===== config.mk =====
export PLATFORM = sky130hd
export DESIGN_NAME = bcd_disp_ctl_flat
export DESIGN_NICKNAME = d
export VERILOG_FILES = /design/src/rtl/bcd_disp_if.sv /design/src/rtl/bcd_disp_ctl.sv /design/src/flat_wrapper.sv
export SDC_FILE = /design/constraint.sdc
export NUM_CORES = 1
export LEC_CHECK = 0
export ABC_CLOCK_PERIOD_IN_PS = 2100
export BUFFER_PORTS_ARGS = -buffer_cell sky130_fd_sc_hd__buf_4
export CAP_MARGIN = 20
export CORE_MARGIN = 2
export CORE_UTILIZATION = 57
export CTS_CLUSTER_SIZE = 10
export DETAILED_ROUTE_END_ITERATION = 16
export GPL_ROUTABILITY_DRIVEN = 0
export GPL_TIMING_DRIVEN = 0
export PLACE_DENSITY = 0.79
export SKIP_LAST_GASP = 1
export SYNTH_ARGS = -nofsm -noshare
export SYNTH_HDL_FRONTEND = slang
export SYNTH_SLANG_ARGS = --single-unit

===== constraint.sdc =====
create_clock -name clk -period 2.1 [get_ports clk]
set_input_delay 0.21 -clock clk [delete_from_list [all_inputs] [get_ports clk]]
set_output_delay 0.21 -clock clk [all_outputs]
set_load 0.005 [all_outputs]

===== src/rtl/bcd_disp_if.sv =====
// bcd_disp_if: input handshake between the stopwatch counter (master) and
// the BCD display controller (slave).
//   in_valid  master -> slave  in_data holds a value to convert
//   in_data   master -> slave  16-bit unsigned binary value
//   in_ready  slave -> master  controller can accept a new value
interface bcd_disp_if;
   logic        in_valid;
   logic [15:0] in_data;
   logic        in_ready;

   modport master (output in_valid, output in_data, input in_ready);
   modport slave  (input in_valid, input in_data, output in_ready);
endinterface


===== src/rtl/bcd_disp_ctl.sv =====
// bcd_disp_ctl: converts a 16-bit binary value to four BCD digits with an
// iterative shift-and-add-3 engine (one bit per clock) and scans the latched
// result onto a 4-digit multiplexed 7-segment display.
//
//   state  | meaning
//   -------+------------------------------------------------------------
//   IDLE   | waiting for in_valid; in_ready high
//   SHIFT  | 16 add-3/shift iterations, cnt counts 15 down to 0
//   LATCH  | publish bcd_word/ovf, pulse done, return to IDLE
//
// Ports:
//   clk, rst_n      clock, asynchronous active-low reset
//   bus (slave)     in_valid / in_data / in_ready handshake
//   busy            conversion in progress (SHIFT or LATCH)
//   done            one-cycle pulse after bcd_word/ovf update
//   bcd_word, ovf   latched result {d3,d2,d1,d0}; ovf when input > 9999
//   an, digit, blank  scan outputs: active-low anode, selected nibble, blank flag
module bcd_disp_ctl #(
   parameter int unsigned REFRESH_DIV = 100_000,
   parameter bit          BLANK_LZ    = 1'b1
) (
   input  logic        clk,
   input  logic        rst_n,
   bcd_disp_if.slave   bus,
   output logic        busy,
   output logic        done,
   output logic [15:0] bcd_word,
   output logic        ovf,
   output logic [3:0]  an,
   output logic [3:0]  digit,
   output logic        blank
);

   localparam int unsigned DIV_W = $clog2(REFRESH_DIV);
   localparam logic [DIV_W-1:0] DIV_LAST = DIV_W'(REFRESH_DIV - 1);

   typedef enum logic [1:0] {IDLE, SHIFT, LATCH} state_t;

   state_t      state;
   logic        ready_q;
   logic [15:0] shreg;
   logic [15:0] work;
   logic [3:0]  cnt;
   logic        ovf_n;

   logic [DIV_W-1:0] div;
   logic [1:0]       sel;

   // Each BCD nibble above 4 gets +3 before the shift so it carries correctly.
   function automatic logic [15:0] add3(input logic [15:0] w);
      logic [15:0] r;
      r = '0;
      for (int i = 0; i < 4; i++)
         r[4*i +: 4] = (w[4*i +: 4] > 4'd4) ? w[4*i +: 4] + 4'd3 : w[4*i +: 4];
      return r;
   endfunction

   logic [15:0] work_adj;
   assign work_adj    = add3(work);
   assign bus.in_ready = ready_q;

   always_ff @(posedge clk or negedge rst_n) begin
      if (!rst_n) begin
         state    <= IDLE;
         ready_q  <= 1'b1;
         busy     <= 1'b0;
         done     <= 1'b0;
         bcd_word <= '0;
         ovf      <= 1'b0;
         shreg    <= '0;
         work     <= '0;
         cnt      <= '0;
         ovf_n    <= 1'b0;
      end else begin
         done <= 1'b0;
         case (state)
            IDLE: begin
               if (bus.in_valid) begin
                  shreg   <= bus.in_data;
                  work    <= '0;
                  cnt     <= 4'd15;
                  ovf_n   <= (bus.in_data > 16'd9999);
                  ready_q <= 1'b0;
                  busy    <= 1'b1;
                  state   <= SHIFT;
               end
            end
            SHIFT: begin
               // Bits shifted out of work only matter for values > 9999,
               // which saturate anyway.
               {work, shreg} <= {work_adj[14:0], shreg, 1'b0};
               cnt <= cnt - 4'd1;
               if (cnt == 4'd0)
                  state <= LATCH;
            end
            LATCH: begin
               bcd_word <= ovf_n ? 16'h9999 : work;
               ovf      <= ovf_n;
               done     <= 1'b1;
               ready_q  <= 1'b1;
               busy     <= 1'b0;
               state    <= IDLE;
            end
            default: begin
               ready_q <= 1'b1;
               busy    <= 1'b0;
               state   <= IDLE;
            end
         endcase
      end
   end

   always_ff @(posedge clk or negedge rst_n) begin
      if (!rst_n) begin
         div <= '0;
         sel <= '0;
      end else if (div == DIV_LAST) begin
         div <= '0;
         sel <= sel + 2'd1;
      end else begin
         div <= div + 1'b1;
      end
   end

   // hi_zero[k]: nibbles k..3 of bcd_word are all zero.
   logic [3:0] hi_zero;
   always_comb begin
      hi_zero    = '0;
      hi_zero[3] = (bcd_word[15:12] == 4'd0);
      hi_zero[2] = hi_zero[3] && (bcd_word[11:8] == 4'd0);
      hi_zero[1] = hi_zero[2] && (bcd_word[7:4] == 4'd0);
      hi_zero[0] = hi_zero[1] && (bcd_word[3:0] == 4'd0);
   end

   // Scan outputs decode only registered sel/bcd_word, so they switch cleanly.
   always_comb begin
      blank = BLANK_LZ && (sel != 2'd0) && hi_zero[sel];
      digit = bcd_word[{sel, 2'b00} +: 4];
      an    = blank ? 4'b1111 : ~(4'b0001 << sel);
   end

endmodule


===== src/flat_wrapper.sv =====
// flat-port wrapper written by rule: the top's interface ports become plain ports
module bcd_disp_ctl_flat 
#(
   parameter int unsigned REFRESH_DIV = 100_000,
   parameter bit          BLANK_LZ    = 1'b1
)
  (clk, rst_n, busy, done, bcd_word, ovf, an, digit, blank, bus_in_valid, bus_in_data, bus_in_ready);
  bcd_disp_if bus_i ();
  input  logic clk;
  input  logic rst_n;
  output logic busy;
  output logic done;
  output logic [15:0] bcd_word;
  output logic ovf;
  output logic [3:0] an;
  output logic [3:0] digit;
  output logic blank;
  input wire logic [$bits(bus_i.in_valid)-1:0] bus_in_valid;
  input wire logic [$bits(bus_i.in_data)-1:0] bus_in_data;
  output wire logic [$bits(bus_i.in_ready)-1:0] bus_in_ready;
  assign bus_i.in_valid = bus_in_valid;
  assign bus_i.in_data = bus_in_data;
  assign bus_in_ready = bus_i.in_ready;
  bcd_disp_ctl #(.REFRESH_DIV(REFRESH_DIV), .BLANK_LZ(BLANK_LZ)) u_core (.clk(clk), .rst_n(rst_n), .bus(bus_i), .busy(busy), .done(done), .bcd_word(bcd_word), .ovf(ovf), .an(an), .digit(digit), .blank(blank));
endmodule

==> impl_metrics.csv, run 1 <==
group,metric,value,unit
run_status,outcome,"complete, no violations",
synth,synth_area,0.00372,mm²
worst_setup_path,path_delay_family,"flip-flops",
synth,synth_top_area_share,0.518,
grt,grt-ovfl-total,0,
place,io_buffers,47,
synth,yosys_register_bits,78,
timing,tightest_slew,975,ps
die,ios,48,
timing,finalHoldViolCount,0,
timing,slew_violations,0,
worst_setup_path,reg2reg_from,"u_core.div[0]",
synth,yosys.area.top_type,"dfrtp_1",
finish,area_growth,17.6,%
worst_setup_path,crit_arrival,1750,ps
worst_setup_path,cp_num_buf_inv,3,
die,die_x,84.8,µm
worst_setup_path,crit_path_cell_trace,"inv_1 > ha_1 > inv_1 > nand2_1 > a211o_1 > nand2_1 > buf_4",
worst_setup_path,slowest_stage,"dfrtp_2",
grt,grt_use_met1,0.344,
route,ant_nets,0,
synth,syn_inst,378,
route,vias,2927,
worst_setup_path,cp-startpoint,"u_core.sel[1]",
grt,globalRouteTotalUtil,0.239,
worst_setup_path,r2r-end,"u_core.sel[1]",
route,firstDrtPassIters,4,
power,power.switching,2070,µW
power,p_seq_frac,0.429,
power,vdd_drop_max,0.000851,V
clocking,cts_made_buffers,9,
route,drt-vias-per-instance,5.65,
grt,grt-busiest-layer,"met2",
grt,grt_pass1_vias,2859,
clocking,insertion_delay,340,ps
synth,yosysWarnings,0,
synth,synth.distinct_cells,42,
synth,yosys_most_used_dff,"dfrtp_1",
timing,fmax,510,MHz
route,drt_iter0_drc,203,
timing,setup_viol,0,
place,dp_hpwl,5560,µm
worst_setup_path,setup.worst_path.end_class,"primary output",
clocking,clkSinkCount,78,
route,wl_per_cell,15.3,µm
worst_setup_path,slowest_delay,470,ps
synth,syn_avg_cell_area,9.85,µm²
place,dp_slack,110,ps
worst_setup_path,reg2reg_depth,5,
finish,finalNonFillerCells,518,
die,core-area,0.00635,mm²
timing,max_slew_margin,0.350,
timing,timing.final.crit_share,0.933,
clocking,htreeDepth,3,
power,switching_share,0.371,
power,power_leakage,0.00206,µW
die,die_h,84.8,µm
finish,post-route-cell-area,0.00438,mm²
worst_setup_path,critPathLaunchType,"flop",
timing,fin_crit,1960,ps
worst_setup_path,crit_required,1890,ps
clocking,cts_tree,"built",
grt,grt_start_max_net_pins,79,
die,start_util,0.586,
finish,drive_gt1_frac,0.188,
worst_setup_path,reg2reg_slack,190,ps
run,maxCapViolCount,0,
route,drc_errors,0,
finish,nets,465,
place,place_area,0.00417,mm²
timing,fin_skew,10.5,ps
grt,use_met3,0.0428,
place,dpl.cell_count,502,
die,rows,29,
worst_setup_path,crit_fanout,10,
power,clockPowerShare,0.188,
die,die_area,0.00719,mm²
power,power,5580,µW
power,p_int,3510,µW
grt,grtUsageMet2,0.375,
route,drt-total-wl,7940,µm
grt,antenna_found_initial,0,
grt,grt_pass1_wl,13700,µm
finish,diodes,0,
power,power_frac_comb,0.383,
clocking,clk_pin_slew,80,ps
worst_setup_path,path_class,"flop to primary output",
timing,rsz0062_at_grt,"yes",
worst_hold_path,hold_class,"input pin to asynchronous set/reset pin",
clocking,ctsLongestPathBuffers,2,
timing,finalSetupTns,0,ps
synth,syn_nets,407,
timing,worst_slack,140,ps
finish,n_fill_cell,509,
synth,ys_seq_area_frac,0.525,
power,power_density,1270,mW/mm²
clocking,clockRootBuffer,"clkbuf_8",
synth,synth_edf_count,0,
synth,async_reset_ff_frac,1.00,
synth,synth_area_leaders,"dfrtp_1, nand2_1, nor2_1",
-- per-layer routing --
metal,up-vias,share of wire
met3,5,0.043
met4,0,0.0079
li1,1438,-
met1,1415,0.48
met5,-,0
met2,69,0.47
-- area by class of cell --
type	instances	area, µm²	share of cell area
flip-flops and latches	78	1960	0.447
multi-input cells	261	1630	0.371
repair buffers	49	368	0.0840
clock buffers	12	155	0.0354
well taps	77	96.3	0.0220
inverters	20	75.1	0.0171
plain buffers	17	72.6	0.0166
clock inverters	4	30.0	0.00686
-- placed cells by master, fill, tap and decap left out, types with 11 or more instances in the layout --
cell	Yosys	layout
clkbuf_1	15	14
xnor2_1	13	13
inv_1	20	20
buf_4	0	49
o21ai_0	22	22
clkbuf_8	0	11
nor2_1	42	42
a31oi_1	16	16
dfrtp_1	77	75
nand2_1	56	56
-- sequential cells by signal, indices dropped and copies added, names as in the netlist --
register             cells
u_core.done              1
u_core.ovf_n             1
u_core.work             16
u_core.busy              1
u_core.state             2
u_core.bus.in_ready      1
u_core.shreg            16
u_core.bcd_word         16
u_core.ovf               1
u_core.cnt               4
u_core.div              17
u_core.sel               2
-- synth_stat cells, types with 2 or more instances --
cell type  number
dfrtp_1        77
xnor2_1        13
a22o_1          4
nand3_1         8
mux4_2          4
nor3_1          3
xor2_1          7
o22ai_1         7
o21ai_0        22
nor4_1          8
nand2b_1        6
inv_1          20
o31ai_1         9
a31oi_1        16
mux2i_1         3
nor2b_1         2
and2_1          2
mux2_2          3
a32o_1          4
nand2_1        56
clkbuf_1       15
buf_1           2
nand4_1         8
and3_1          2
and4_1          2
ha_1           10
nor2_1         42
a21oi_1         9
-- how the worst max path moves through the flow --
stage,endpoint,cells past startpoint
final,an[1],7
after global routing,an[1],5
after CTS,an[1],7
after detailed placement,u_core.sel[1],5
after global placement,u_core.sel[1],5
after floorplan,u_core.sel[1],5
-- cells by family after synthesis --
kind of cell | count (synthesis) | synth area share
AO/OA/AOI/OAI | 76 | 0.130
XOR/XNOR | 20 | 0.0471
adder cells (fa/ha/maj) | 10 | 0.0336
buffers and inverters | 39 | 0.0417
flip-flops | 78 | 0.525
multiplexers | 10 | 0.0413
AND/OR/NAND/NOR | 145 | 0.182
-- power groups by stage --
stage / Combinational [µW] / Sequential, µW / Clock [µW]
6_report: 2140 / 2390 / 1050
4_1_cts: 2150 / 2380 / 1070
3_5_place_dp: 2130 / 2410 / 0
2_1_floorplan: 1500 / 2310 / 0
3_3_place_gp: 2040 / 2390 / 0
5_1_grt: 2430 / 2460 / 1130
-- through the flow --
stage / hold WS, ps / utilization
2_1_floorplan: -85.6 / -
3_3_place_gp: 417 / 0.657
3_5_place_dp: 415 / 0.657
4_1_cts: 36.5 / 0.685
5_1_grt: 68.5 / 0.690
6_report: 4.06 / 0.690
-- what timing repair did --
item | 4_1_cts | 5_1_grt
hold buffers | 0 | 0
pin swaps | 0 | 2
endpoints found under the setup margin | 4 | 5
gates resized for setup | 1 | 3
setup buffers | 0 | 2
No activity file was read; power rests on OpenSTA's default activity.
==> inputs of run 2 (changes only) <==
--- a/constraint.sdc
+++ b/constraint.sdc
@@ -3,2 +3,2 @@
 set_output_delay 0.21 -clock clk [all_outputs]
-set_load 0.005 [all_outputs]
+set_load 0.1 [all_outputs]
==> run 2 against run 1 <==
Register-to-register slack better by 60 ps; utilization grew 3.8 points; clock skew grew 1.2 ps; die area unchanged; via count increased by 2.3%; total power rose by 24%; sequential share of layout area is 2.2 points lower; combinational power rose by 57%; hold slack worse by 2.0 ps; largest cell class unchanged.
==> impl_metrics.csv, run 2 (same netlist as run 1, synthesis figures left out) <==
group,metric,value,unit
run_status,outcome,"complete, no violations",
timing,slew_violations,0,
finish,largest_register_ffs,17,
route,wl_per_cell,15.1,µm
worst_setup_path,setup.worst_path.end_class,"primary output",
power,p_seq_frac,0.352,
worst_hold_path,hold_class,"input pin to asynchronous set/reset pin",
clocking,hold_buffers,0,
route,drc_errors,0,
finish,layout_common_cells,"dfrtp_1, nand2_1, buf_4",
route,ant_nets,0,
finish,utilization,0.728,
grt,grt_start_max_net_pins,79,
clocking,htreeDepth,3,
power,power_frac_comb,0.486,
finish,drive_gt1_frac,0.243,
timing,rsz0062_at_grt,"yes",
timing,max_slew_margin,0.373,
clocking,insertion_delay,340,ps
clocking,clk_pin_slew,80,ps
worst_setup_path,slowest_stage,"dfrtp_2",
finish,multi_input_area,0.00171,mm²
grt,grt_pass1_wl,13600,µm
finish,n_fill_cell,466,
worst_setup_path,crit_required,1890,ps
timing,fin_crit,2080,ps
worst_setup_path,reg2reg_from,"u_core.div[0]",
clocking,ctsLongestPathBuffers,2,
power,clockPowerShare,0.162,
route,firstDrtPassIters,4,
die,ios,48,
finish,diodes,0,
clocking,cts_tree,"built",
route,drt-total-wl,7920,µm
finish,largest-register,"u_core.div",
die,die_area,0.00719,mm²
place,place_area,0.00426,mm²
route,vias,2993,
timing,finalSetupTns,0,ps
worst_setup_path,slowest_delay,430,ps
die,die_x,84.8,µm
grt,grt-ovfl-total,0,
timing,setup_viol,0,
finish,finalNonFillerCells,526,
timing,tightest_slew,941,ps
route,drt_iter0_drc,186,
finish,area_growth,24.2,%
worst_setup_path,crit_fanout,4,
worst_setup_path,cp_num_buf_inv,1,
worst_setup_path,critPathLaunchType,"flop",
clocking,clkSinkCount,78,
place,dpl.cell_count,502,
power,vdd_drop_max,0.00151,V
die,core-area,0.00635,mm²
power,p_int,3690,µW
die,start_util,0.586,
power,power_density,1490,mW/mm²
worst_setup_path,cp-startpoint,"u_core.bcd_word[10]",
clocking,cts_made_buffers,9,
worst_setup_path,path_delay_family,"compound AO/OA/AOI/OAI gates",
grt,antenna_found_initial,0,
place,dp_hpwl,5460,µm
power,power.switching,3200,µW
place,io_buffers,47,
power,power_leakage,0.00213,µW
worst_setup_path,crit_path_cell_trace,"nor4_4 > o21ai_1 > a211o_4 > nand2_4 > buf_12",
finish,seqCellArea,0.00196,mm²
power,switching_share,0.464,
grt,globalRouteTotalUtil,0.234,
die,die_h,84.8,µm
timing,fin_skew,11.6,ps
route,drt-vias-per-instance,5.69,
timing,finalHoldViolCount,0,
die,rows,29,
timing,timing.final.crit_share,0.991,
finish,post-route-cell-area,0.00462,mm²
timing,fmax,480,MHz
worst_setup_path,path_class,"flop to primary output",
finish,nets,473,
run,maxCapViolCount,0,
worst_setup_path,crit_arrival,1870,ps
finish,layout_commonest_cell,"dfrtp_1",
grt,grt_pass1_vias,2973,
clocking,clockRootBuffer,"clkbuf_8",
## run 2: cell count changes in the layout (fill, tap and decap cells not counted), moves of 4 or more
cell,before,now
dfrtp_2,2,7
inv_1,20,16
buf_12,0,4
dfrtp_1,75,70
nand2_1,56,52
## run 2: power by group through the flow
stage                     sequential, µW  combinational [µW]  clock (µW)
after floorplan                     3210                1700           0
after global placement              2400                3160           0
after detailed placement            2420                3240           0
after CTS                           2410                3290        1140
after global routing                2490                3630        1200
final                               2430                3350        1120
## run 2: cell type report
cell class | count | area share
Tap cell | 77 | 0.0208
Sequential cell | 78 | 0.424
Clock buffer | 11 | 0.0306
Timing Repair Buffer | 55 | 0.100
Buffer | 19 | 0.0222
Multi-Input combinational cell | 261 | 0.370
Clock inverter | 5 | 0.0127
Inverter | 20 | 0.0195
## run 2: worst paths after layout
kind	slack, ps	cells past startpoint	end
min	2	1	u_core.bcd_word[15]
max	20	5	an[1]
max reg2reg	250	5	u_core.sel[1]
max in group asynchronous	1420	1	u_core.bcd_word[0]
min reg2reg	490	2	u_core.bus.in_ready
min in group clk	80	2	u_core.shreg[0]
## run 2: per-layer routing
| layer | global-route usage | wire length, µm | up-vias |
|---|---|---|---|
| met5 | 0 | 0 | - |
| met4 | 0.0938 | 82 | 0 |
| met3 | 0.0321 | 316 | 10 |
| met2 | 0.374 | 3850 | 81 |
| met1 | 0.329 | 3680 | 1450 |
| li1 | - | - | 1452 |
## run 2: metrics by stage
step	power [µW]	hold slack, ps	setup slack, ps
after floorplan	4910	-85.6	-60.2
after global placement	5550	419	147
after detailed placement	5660	420	106
after CTS	6840	46.5	5.84
after global routing	7320	84.7	-22.8
final	6900	2.05	18.0
## run 2: repair_timing
item | 4_1_cts | 5_1_grt
pin swaps | 1 | 3
resized for setup | 16 | 7
hold endpoints to repair | 0 | 0
endpoints found under the setup margin | 4 | 5
setup buffers | 1 | 7
